===== config.mk =====
export PLATFORM = sky130hd
export DESIGN_NAME = des_iter_core
export DESIGN_NICKNAME = d
export VERILOG_FILES = /design/src/rtl/des_iter_core.sv
export SDC_FILE = /design/constraint.sdc
export NUM_CORES = 1
export LEC_CHECK = 0
export BUFFER_PORTS_ARGS = -buffer_cell sky130_fd_sc_hd__buf_2
export CAP_MARGIN = 15
export CORE_ASPECT_RATIO = 1.5
export CORE_MARGIN = 10
export CORE_UTILIZATION = 46
export DETAILED_ROUTE_END_ITERATION = 6
export PLACE_DENSITY_LB_ADDON = 0.1
export SLEW_MARGIN = 20
export SYNTH_ARGS = -nofsm -noshare
export SYNTH_HDL_FRONTEND = slang
export SYNTH_SLANG_ARGS = --single-unit

===== constraint.sdc =====
create_clock -name clk -period 1.59 [get_ports clk]
set_input_delay 0.0795 -clock clk [delete_from_list [all_inputs] [get_ports clk]]
set_output_delay 0.0795 -clock clk [all_outputs]
set_load 0.02 [all_outputs]

===== src/rtl/des_iter_core.sv =====
// Iterative DES encrypt/decrypt engine, ECB or CBC, ROUNDS_PER_CYCLE Feistel rounds per clock.
// Latency: out_valid rises 16/ROUNDS_PER_CYCLE edges after the accept edge; one block in flight.
// Backpressure: result held in DONE until out_ready; in_ready is low from accept until that handshake.
// Ports: clk/rst_n (async active-low); in_valid/in_ready/in_data/in_key/in_decrypt/in_cbc accept a
//        block; iv_load/iv_data load the chain register in IDLE; out_valid/out_ready/out_data return it.
module des_iter_core #(
    parameter int ROUNDS_PER_CYCLE = 1
) (
    input  logic        clk,
    input  logic        rst_n,
    input  logic        in_valid,
    output logic        in_ready,
    input  logic [63:0] in_data,
    input  logic [63:0] in_key,
    input  logic        in_decrypt,
    input  logic        in_cbc,
    input  logic        iv_load,
    input  logic [63:0] iv_data,
    output logic        out_valid,
    input  logic        out_ready,
    output logic [63:0] out_data
);

    generate
        if (!(ROUNDS_PER_CYCLE == 1 || ROUNDS_PER_CYCLE == 2 || ROUNDS_PER_CYCLE == 4 ||
              ROUNDS_PER_CYCLE == 8 || ROUNDS_PER_CYCLE == 16)) begin : g_bad_rpc
            $error("des_iter_core: ROUNDS_PER_CYCLE must be 1, 2, 4, 8 or 16");
        end
    endgenerate

    localparam logic [1:0] S_IDLE = 2'd0;
    localparam logic [1:0] S_RUN  = 2'd1;
    localparam logic [1:0] S_DONE = 2'd2;
    localparam logic [4:0] RPC5   = 5'(ROUNDS_PER_CYCLE);

    // Permutation tables hold 1-based DES bit numbers (bit 1 = MSB).
    localparam int IP_T [64] = '{58,50,42,34,26,18,10, 2, 60,52,44,36,28,20,12, 4,
                                 62,54,46,38,30,22,14, 6, 64,56,48,40,32,24,16, 8,
                                 57,49,41,33,25,17, 9, 1, 59,51,43,35,27,19,11, 3,
                                 61,53,45,37,29,21,13, 5, 63,55,47,39,31,23,15, 7};
    localparam int FP_T [64] = '{40, 8,48,16,56,24,64,32, 39, 7,47,15,55,23,63,31,
                                 38, 6,46,14,54,22,62,30, 37, 5,45,13,53,21,61,29,
                                 36, 4,44,12,52,20,60,28, 35, 3,43,11,51,19,59,27,
                                 34, 2,42,10,50,18,58,26, 33, 1,41, 9,49,17,57,25};
    localparam int E_T [48]  = '{32, 1, 2, 3, 4, 5,  4, 5, 6, 7, 8, 9,  8, 9,10,11,12,13,
                                 12,13,14,15,16,17, 16,17,18,19,20,21, 20,21,22,23,24,25,
                                 24,25,26,27,28,29, 28,29,30,31,32, 1};
    localparam int P_T [32]  = '{16, 7,20,21,29,12,28,17,  1,15,23,26, 5,18,31,10,
                                  2, 8,24,14,32,27, 3, 9, 19,13,30, 6,22,11, 4,25};
    localparam int PC1_T [56] = '{57,49,41,33,25,17, 9,  1,58,50,42,34,26,18,
                                  10, 2,59,51,43,35,27, 19,11, 3,60,52,44,36,
                                  63,55,47,39,31,23,15,  7,62,54,46,38,30,22,
                                  14, 6,61,53,45,37,29, 21,13, 5,28,20,12, 4};
    localparam int PC2_T [48] = '{14,17,11,24, 1, 5,  3,28,15, 6,21,10, 23,19,12, 4,26, 8,
                                  16, 7,27,20,13, 2, 41,52,31,37,47,55, 30,40,51,45,33,48,
                                  44,49,39,56,34,53, 46,42,50,36,29,32};

    // One nibble per entry, entry index = {row, col} = {b5, b0, b4..b1}, entry 0 in the top nibble.
    localparam logic [255:0] SBOX [8] = '{
        256'hE4D12FB83A6C59070F74E2D1A6CB953841E8D62BFC973A50FC8249175B3EA06D,
        256'hF18E6B34972DC05A3D47F28EC01A69B50E7BA4D158C6932FD8A13F42B67C05E9,
        256'hA09E63F51DC7B428D70934A6285ECBF1D6498F30B12C5AE71AD069874FE3B52C,
        256'h7DE3069A1285BC4FD8B56F03472C1AE9A690CB7DF13E52843F06A1D8945BC72E,
        256'h2C417AB6853FD0E9EB2C47D150FA3986421BAD78F9C5630EB8C71E2D6F09A453,
        256'hC1AF92680D34E75BAF427C9561DE0B389EF528C3704A1DB6432C95FABE17608D,
        256'h4B2EF08D3C975A61D0B7491AE35C2F8614BDC37EAF6805926BD814A7950FE23C,
        256'hD2846FB1A93E50C71FD8A374C56B0E927B419CE206ADF35821E74A8DFC90356B};

    function automatic logic [63:0] ip_f(input logic [63:0] x);
        logic [63:0] y;
        y = '0;
        for (int i = 0; i < 64; i++) y[6'(63 - i)] = x[6'(64 - IP_T[i])];
        return y;
    endfunction

    function automatic logic [63:0] fp_f(input logic [63:0] x);
        logic [63:0] y;
        y = '0;
        for (int i = 0; i < 64; i++) y[6'(63 - i)] = x[6'(64 - FP_T[i])];
        return y;
    endfunction

    function automatic logic [55:0] pc1_f(input logic [63:0] k);
        logic [55:0] y;
        y = '0;
        for (int i = 0; i < 56; i++) y[6'(55 - i)] = k[6'(64 - PC1_T[i])];
        return y;
    endfunction

    function automatic logic [47:0] pc2_f(input logic [55:0] cd);
        logic [47:0] y;
        y = '0;
        for (int i = 0; i < 48; i++) y[6'(47 - i)] = cd[6'(56 - PC2_T[i])];
        return y;
    endfunction

    function automatic logic [47:0] e_f(input logic [31:0] r);
        logic [47:0] y;
        y = '0;
        for (int i = 0; i < 48; i++) y[6'(47 - i)] = r[5'(32 - E_T[i])];
        return y;
    endfunction

    function automatic logic [31:0] p_f(input logic [31:0] x);
        logic [31:0] y;
        y = '0;
        for (int i = 0; i < 32; i++) y[5'(31 - i)] = x[5'(32 - P_T[i])];
        return y;
    endfunction

    function automatic logic [31:0] s_f(input logic [47:0] x);
        logic [31:0]  y;
        logic [5:0]   b;
        logic [255:0] box;
        int           n;
        y = '0;
        for (int s = 0; s < 8; s++) begin
            b   = x[6'(47 - 6 * s) -: 6];
            n   = {26'd0, b[5], b[0], b[4:1]};
            box = SBOX[3'(s)];
            y[5'(31 - 4 * s) -: 4] = box[8'(255 - 4 * n) -: 4];
        end
        return y;
    endfunction

    // Encrypt walks C1..C16 with left rotations. Decrypt starts from C0 (== C16) and walks back
    // with right rotations by the shift of the round being undone, giving K16..K1 in order.
    function automatic logic [1:0] rot_amt(input logic [4:0] rnd, input logic dec);
        logic single;
        single = (rnd == 5'd1) || (rnd == 5'd2) || (rnd == 5'd9) || (rnd == 5'd16);
        if (dec && rnd == 5'd1) return 2'd0;
        return single ? 2'd1 : 2'd2;
    endfunction

    function automatic logic [27:0] rot28(input logic [27:0] v, input logic [1:0] amt,
                                          input logic right);
        case ({right, amt})
            3'b001:  return {v[26:0], v[27]};
            3'b010:  return {v[25:0], v[27:26]};
            3'b101:  return {v[0], v[27:1]};
            3'b110:  return {v[1:0], v[27:2]};
            default: return v;
        endcase
    endfunction

    logic [1:0]  state;
    logic [27:0] c_reg, d_reg, c_nxt, d_nxt;
    logic [31:0] l_reg, r_reg, l_nxt, r_nxt;
    logic [4:0]  cnt;
    logic        dec_reg, cbc_reg;
    logic [63:0] chain;
    logic [63:0] pend;       // accepted ciphertext, becomes the chain after a CBC decrypt
    logic [63:0] fp_out, result, chain_src;
    logic        last_round;

    always_comb begin : round_chain
        logic [27:0] c, d;
        logic [31:0] l, r, t;
        logic [4:0]  rnd;
        logic [1:0]  amt;
        c   = c_reg;
        d   = d_reg;
        l   = l_reg;
        r   = r_reg;
        t   = '0;
        rnd = '0;
        amt = '0;
        for (int i = 0; i < ROUNDS_PER_CYCLE; i++) begin
            rnd = cnt + 5'(i + 1);
            amt = rot_amt(rnd, dec_reg);
            c   = rot28(c, amt, dec_reg);
            d   = rot28(d, amt, dec_reg);
            t   = l ^ p_f(s_f(e_f(r) ^ pc2_f({c, d})));
            l   = r;
            r   = t;
        end
        c_nxt = c;
        d_nxt = d;
        l_nxt = l;
        r_nxt = r;
    end

    assign last_round = (cnt + RPC5) == 5'd16;
    assign fp_out     = fp_f({r_nxt, l_nxt});
    assign result     = (dec_reg && cbc_reg) ? (fp_out ^ chain) : fp_out;
    // An IV loaded on the accept edge already applies to that block.
    assign chain_src  = iv_load ? iv_data : chain;
    assign in_ready   = rst_n && (state == S_IDLE);

    always_ff @(posedge clk or negedge rst_n) begin
        if (!rst_n) begin
            state     <= S_IDLE;
            c_reg     <= '0;
            d_reg     <= '0;
            l_reg     <= '0;
            r_reg     <= '0;
            cnt       <= '0;
            dec_reg   <= 1'b0;
            cbc_reg   <= 1'b0;
            chain     <= '0;
            pend      <= '0;
            out_valid <= 1'b0;
            out_data  <= '0;
        end else begin
            case (state)
                S_IDLE: begin
                    if (iv_load) chain <= iv_data;
                    if (in_valid) begin
                        dec_reg        <= in_decrypt;
                        cbc_reg        <= in_cbc;
                        {c_reg, d_reg} <= pc1_f(in_key);
                        {l_reg, r_reg} <= ip_f((in_cbc && !in_decrypt) ? (in_data ^ chain_src)
                                                                       : in_data);
                        pend           <= in_data;
                        cnt            <= '0;
                        state          <= S_RUN;
                    end
                end
                S_RUN: begin
                    c_reg <= c_nxt;
                    d_reg <= d_nxt;
                    l_reg <= l_nxt;
                    r_reg <= r_nxt;
                    cnt   <= cnt + RPC5;
                    if (last_round) begin
                        out_data  <= result;
                        out_valid <= 1'b1;
                        state     <= S_DONE;
                        if (cbc_reg) chain <= dec_reg ? pend : fp_out;
                    end
                end
                S_DONE: begin
                    if (out_ready) begin
                        out_valid <= 1'b0;
                        state     <= S_IDLE;
                    end
                end
                default: state <= S_IDLE;
            endcase
        end
    end

endmodule


==> results of run 1 <==
## cell usage after synthesis (18+ instances only)
cell type | number | area share
dfrtp_1 | 178 | 0.53
mux2_2 | 104 | 0.14
nand2_1 | 72 | 0.032
mux2i_1 | 56 | 0.067
a22o_1 | 32 | 0.034
inv_1 | 32 | 0.014
xnor2_1 | 32 | 0.034
nand3_1 | 21 | 0.013
clkbuf_1 | 20 | 0.0090
o21ai_0 | 20 | 0.012
buf_4 | 19 | 0.017
a21oi_1 | 18 | 0.011
buf_2 | 18 | 0.011
nor2_1 | 18 | 0.0081
## layout by cell type (no fill, tap or decap), types with 9 or more instances in the layout
cell and instances:
a21oi_1 16, a22o_1 32, buf_12 12, buf_2 150, buf_4 27, buf_6 13
clkbuf_16 22, conb_1 16, dfrtp_1 176, dlygate4sd3_1 63, inv_1 32, mux2_2 78
mux2_4 28, mux2i_1 56, nand2_1 70, nand3_1 21, nor2_1 17, nor3b_1 9
o21ai_0 20, o22a_1 9, xnor2_1 32
## timing repair
| item | CTS | global route |
|---|---|---|
| resized for setup | 26 | 30 |
| hold buffers | 63 | 0 |
| endpoints found under the setup margin | 125 | 99 |
| pin swaps | 2 | 4 |
| hold endpoints to repair | 255 | 0 |
| buffers inserted | 6 | 7 |
| cloned | 2 | 5 |
## power by group
part	internal (mW)	switching, mW	total (mW)
clock	2.54	1.91	4.45
sequential	6.16	1.05	7.21
combinational	3.87	3.38	7.25
## worst max-delay path, delay by kind of cell, from the launching register on
kind | cells | cell delay, ns
compound gates | 2 | 0.26
buf+inv | 4 | 0.64
flops | 1 | 0.41
mux | 1 | 0.23
simple gates | 1 | 0.16
## per-layer routing
metal | vias to the layer above | track usage | wire, um
li1 | 2920 | - | -
met5 | - | 0 | 0
met1 | 3111 | 0.200 | 9050
met2 | 134 | 0.326 | 12000
met3 | 19 | 0.0375 | 927
met4 | 0 | 0.0537 | 267
## layout make-up
cell class	count	area share
tap	217	0.0240
inverter	32	0.0106
multi-input combinational	455	0.325
clock buffer	18	0.0380
clock inverter	14	0.0172
timing repair buffer	272	0.190
sequential	178	0.395
## kinds of logic after synthesis
logic type,Yosys count,synth area share
buffers and inverters,96,0.0561
multiplexers,162,0.211
AO/OA/AOI/OAI,101,0.0854
other,1,0.000448
flip-flops,178,0.533
AND/OR/NAND/NOR,141,0.0775
XOR/XNOR,34,0.0356
adder cells (fa/ha/maj),1,0.00150
## path summary, 6_finish.rpt
path | from | to | slack (ns) | depth (start not counted)
max in group asynchronous | rst_n | cnt[1]$_DFFE_PN0P_ | 0.57 | 3
worst min register to register | pend[7]$_DFFE_PN0P_ | pend[7]$_DFFE_PN0P_ | 0.51 | 1
worst min-delay path | iv_data[58] | chain[58]$_DFFE_PN0P_ | 0.02 | 3
worst max-delay path | cnt[0]$_DFFE_PN0P_ | out_data[63]$_DFFE_PN0P_ | -0.22 | 8
worst max register to register | cnt[0]$_DFFE_PN0P_ | out_data[63]$_DFFE_PN0P_ | -0.22 | 8
min in group asynchronous | rst_n | pend[35]$_DFFE_PN0P_ | 0.10 | 2
==> results.ini, run 1 <==
[route]
wl_per_cell_um = 18.8
drt_first_iter_violations = 337
drc = 0
vias = 6184
drtAntennaViolNets = 0
dr.pass1.iters = 4
drt_wl_total_um = 22300
vias_per_cell = 5.21

[logic_synthesis]
ys.warnings.count = 0
ys_ff_latch = 178
yosysUniqueCellTypes = 37
yosysSeqAreaShare = 0.533
syn_area_per_cell_um2 = 11.7
async_reset_ff_frac = 1.00
synth_edf_count = 0
ys.flop_type = dfrtp_1
netlist_instances = 714
synthesis.area_mm2 = 0.00836

[grt]
grt_pass1_wl_um = 33900
antenna_found_initial = 0
globalRouteOverflowTotal = 0
grt_use_total = 0.178
grt_max_degree = 114
grt_pass1_vias = 6596

[clock_tree]
cts_buffers = 17
cts_tree = yes
clk_pin_slew_worst_paths_ns = 0.07
root_buffer = clkbuf_16
numClockSinks = 178
clock_path_buffers = 2
h-tree-depth = 4
worst_skew_pair.late_latency_ns = 0.43

[place]
dpl.hpwl_um = 14600
port_buffers = 152
dp_slack_ns = -0.192
place_inst = 1073
placed_cell_area_mm2 = 0.00958
finalWeightedCongestion = 0.779

[critical_path]
cp.required_ns = 1.93
cp_slowest_cell = dfrtp_1
end_kind = register
critPathMaxFanout = 8
start_kind = register
crit_chain = buf_4, a21oi_4, a21oi_4, nor3_4, buf_6, buf_12, buf_12, mux2i_1
cp.arrival_ns = 2.14
crit_type = register to register
max_stage_delay_ns = 0.41

[timing]
slew_violations = 0
timing.fmax_mhz = 553
tns_ns = -14.99
fin_crit_sh = 1.14
layout_setup_ws_ns = -0.219
hold_viol = 0
relSlewSlack = 0.598
finalClockSkew_ns = 0.00961
setup_viol = 95
rsz0062_at_grt = yes
holdWs_ns = 0.0230
tightest_slew_ns = 0.603
min_period_ns = 1.81

[outcome]
outcome = finished with violations
violations = negative setup slack

[finish]
drive_gt1_frac = 0.374
nets = 1156
reg.largest.list = chain (48), out_data (48), pend (48)
stdcell_count = 1186
area_delta_synth_final_pct = 35.1
fin_area_mm2 = 0.0113
fin_util = 0.629
multi_input_area_mm2 = 0.00367
seq_area_mm2 = 0.00446
fillers = 1466
antenna_cells = 0

[die]
coreArea_mm2 = 0.0179
initial_core_util = 0.466
rows = 60
io_pins = 265
die_area_mm2 = 0.0241
chipHeight_um = 185
die_x_um = 130

[power]
p_per_area_mw_per_mm2 = 1670
total_power_mw = 18.9
leakage_nw = 5.30
irDropWorstVdd_mv = 0.815

[run]
max_cap_violations = 0

[min_path]
min-delay-path-class = primary input to register

(Power assumes the default switching activity.)
==> run 2, diff against run 1 <==
--- a/config.mk
+++ b/config.mk
@@ -11,6 +11,7 @@
 export CORE_MARGIN = 10
 export CORE_UTILIZATION = 46
 export DETAILED_ROUTE_END_ITERATION = 6
+export MAX_ROUTING_LAYER = met4
 export PLACE_DENSITY_LB_ADDON = 0.1
 export SLEW_MARGIN = 20
 export SYNTH_ARGS = -nofsm -noshare
==> results.ini, run 2 (synthesized netlist as in run 1, its figures left out) <==
[clock_tree]
numClockSinks = 178
clock_path_buffers = 2
worst_skew_pair.late_latency_ns = 0.43
cts_tree = yes
cts_buffers = 17
root_buffer = clkbuf_16
clk_pin_slew_worst_paths_ns = 0.07
h-tree-depth = 4

[route]
dr.pass1.iters = 4
vias = 6155
drt_first_iter_violations = 340
wl_per_cell_um = 18.8
drtAntennaViolNets = 0
vias_per_cell = 5.20
drt_wl_total_um = 22200
drc = 0

[critical_path]
crit_path_frequent_cell = buf_6
critPathCapture = chain[63]$_DFFE_PN0P_
reg2reg_to = chain[63]$_DFFE_PN0P_
crit_chain = buf_6, ha_4, nand4_1, o21ai_4, buf_6, buf_12, mux2_2
cp.depth = 7
crit_type = register to register
cp_slowest_cell = dfrtp_2
worst-path-buf-inv = 3
cp.arrival_ns = 2.09
critPathMaxFanout = 8
cp-startpoint = cnt[1]$_DFFE_PN0P_
ff2ff_setup_slack_ns = -0.20
timing.rr.start = cnt[1]$_DFFE_PN0P_
cp.required_ns = 1.90
end_kind = register
cpLargestDelayFamily = flip-flops
max_stage_delay_ns = 0.42
r2r_cells = 7
start_kind = register

[timing]
setup_viol = 95
finalClockSkew_ns = 0.00778
layout_setup_ws_ns = -0.196
rsz0062_at_grt = yes
slew_violations = 0
fin_crit_sh = 1.12
tns_ns = -14.18
tightest_slew_ns = 0.637
hold_viol = 0
timing.fmax_mhz = 560
min_period_ns = 1.79
relSlewSlack = 0.575

[finish]
fillers = 1461
layout_common_cells = dfrtp_1 (176), buf_2 (150), mux2_2 (75), nand2_1 (70), dlygate4sd3_1 (63)
area_delta_synth_final_pct = 35.0
stdcell_count = 1184
drive_gt1_frac = 0.372
fin_area_mm2 = 0.0113
antenna_cells = 0
final_common_cell = dfrtp_1
fin_util = 0.629
reg.largest.list = chain (48), out_data (48), pend (48)
nets = 1154

[power]
comb_power_share = 0.383
p_int_mw = 12.6
irDropWorstVdd_mv = 0.817
switching_power_mw = 6.33
p_sw_frac = 0.335
seqPwrFrac = 0.382
p_per_area_mw_per_mm2 = 1680
leakage_nw = 5.30
p_clk_frac = 0.235

[place]
finalWeightedCongestion = 0.790
placed_cell_area_mm2 = 0.00958
port_buffers = 152
dp_slack_ns = -0.192
place_inst = 1073
dpl.hpwl_um = 14600

[die]
die_x_um = 130
io_pins = 265
coreArea_mm2 = 0.0179
die_area_mm2 = 0.0241
chipHeight_um = 185
initial_core_util = 0.466
rows = 60

[grt]
grt_max_degree = 114
grt_use_total = 0.183
grt_pass1_vias = 6594
globalRouteOverflowTotal = 0
grt_pass1_wl_um = 33900
antenna_found_initial = 0

[outcome]
violations = negative setup slack
outcome = finished with violations

[run]
max_cap_violations = 0

[min_path]
min-delay-path-class = primary input to register

run 2: cell count changes in the layout (fill, tap and decap cells not counted):
cell / previous run / this run
buf_4: 27 / 26
buf_6: 13 / 12
mux2_4: 28 / 31
mux2_2: 78 / 75
run 2: layer usage:
metal  part of all wire  vias to the layer above  global-route usage
met2               0.55                      122               0.327
met3              0.038                       17              0.0366
met5                  0                        -                   -
met1               0.40                     3096               0.201
met4              0.012                        0              0.0523
li1                   -                     2920                   -
run 2: through the flow:
stage	hold WS, ns	power (mW)
finish	0.0224	18.9
floorplan	-0.216	11.6
CTS	0.00284	18.6
detailed placement	-0.0368	13.7
global route	0.0115	20.0
global placement	-0.0442	13.4
run 2: worst register-to-register path: cells and delay by family, from the launching register on:
family / cells / cell delay (ns)
AND/OR/NAND/NOR: 1 / 0.17
multiplexers: 1 / 0.34
buffers and inverters: 3 / 0.39
AO/OA/AOI/OAI: 1 / 0.21
flip-flops: 1 / 0.42
adder cells (fa/ha/maj): 1 / 0.13
run 2: cell type report:
| cell class | count | area, um^2 | area share |
|---|---|---|---|
| inverter | 32 | 120 | 0.0106 |
| sequential | 178 | 4460 | 0.395 |
| tap | 217 | 272 | 0.0241 |
| clock buffer | 18 | 429 | 0.0380 |
| multi-input combinational | 455 | 3680 | 0.326 |
| clock inverter | 14 | 194 | 0.0172 |
| timing repair buffer | 270 | 2130 | 0.189 |
run 2: how the worst min path moves through the flow:
| stage | startpoint | depth (start not counted) | end | slack (ns) |
|---|---|---|---|---|
| 2_1_floorplan | rst_n | 0 | cbc_reg$_DFFE_PN0P_ | -0.22 |
| 3_3_place_gp | rst_n | 1 | out_data[35]$_DFFE_PN0P_ | -0.04 |
| 6_report | iv_data[58] | 3 | chain[58]$_DFFE_PN0P_ | 0.02 |
| 4_1_cts | iv_data[40] | 3 | chain[40]$_DFFE_PN0P_ | 0.003 |
| 5_1_grt | iv_data[48] | 3 | chain[48]$_DFFE_PN0P_ | 0.01 |
| 3_5_place_dp | rst_n | 1 | pend[35]$_DFFE_PN0P_ | -0.04 |
run 2: power by group through the flow:
stage	registers, mW	clock network (mW)	logic, mW
2_1_floorplan	7.18	0	4.42
3_3_place_gp	7.16	0	6.26
3_5_place_dp	7.26	0	6.46
4_1_cts	7.19	4.56	6.83
5_1_grt	7.41	4.74	7.88
6_report	7.22	4.44	7.25
run 2: what timing repair did:
item,CTS,global route
cloned,2,5
resized for setup,26,32
endpoints found under the setup margin,125,99
setup buffers,6,5
pin swaps,2,3
endpoints found under the hold margin,255,0
hold buffers,63,0
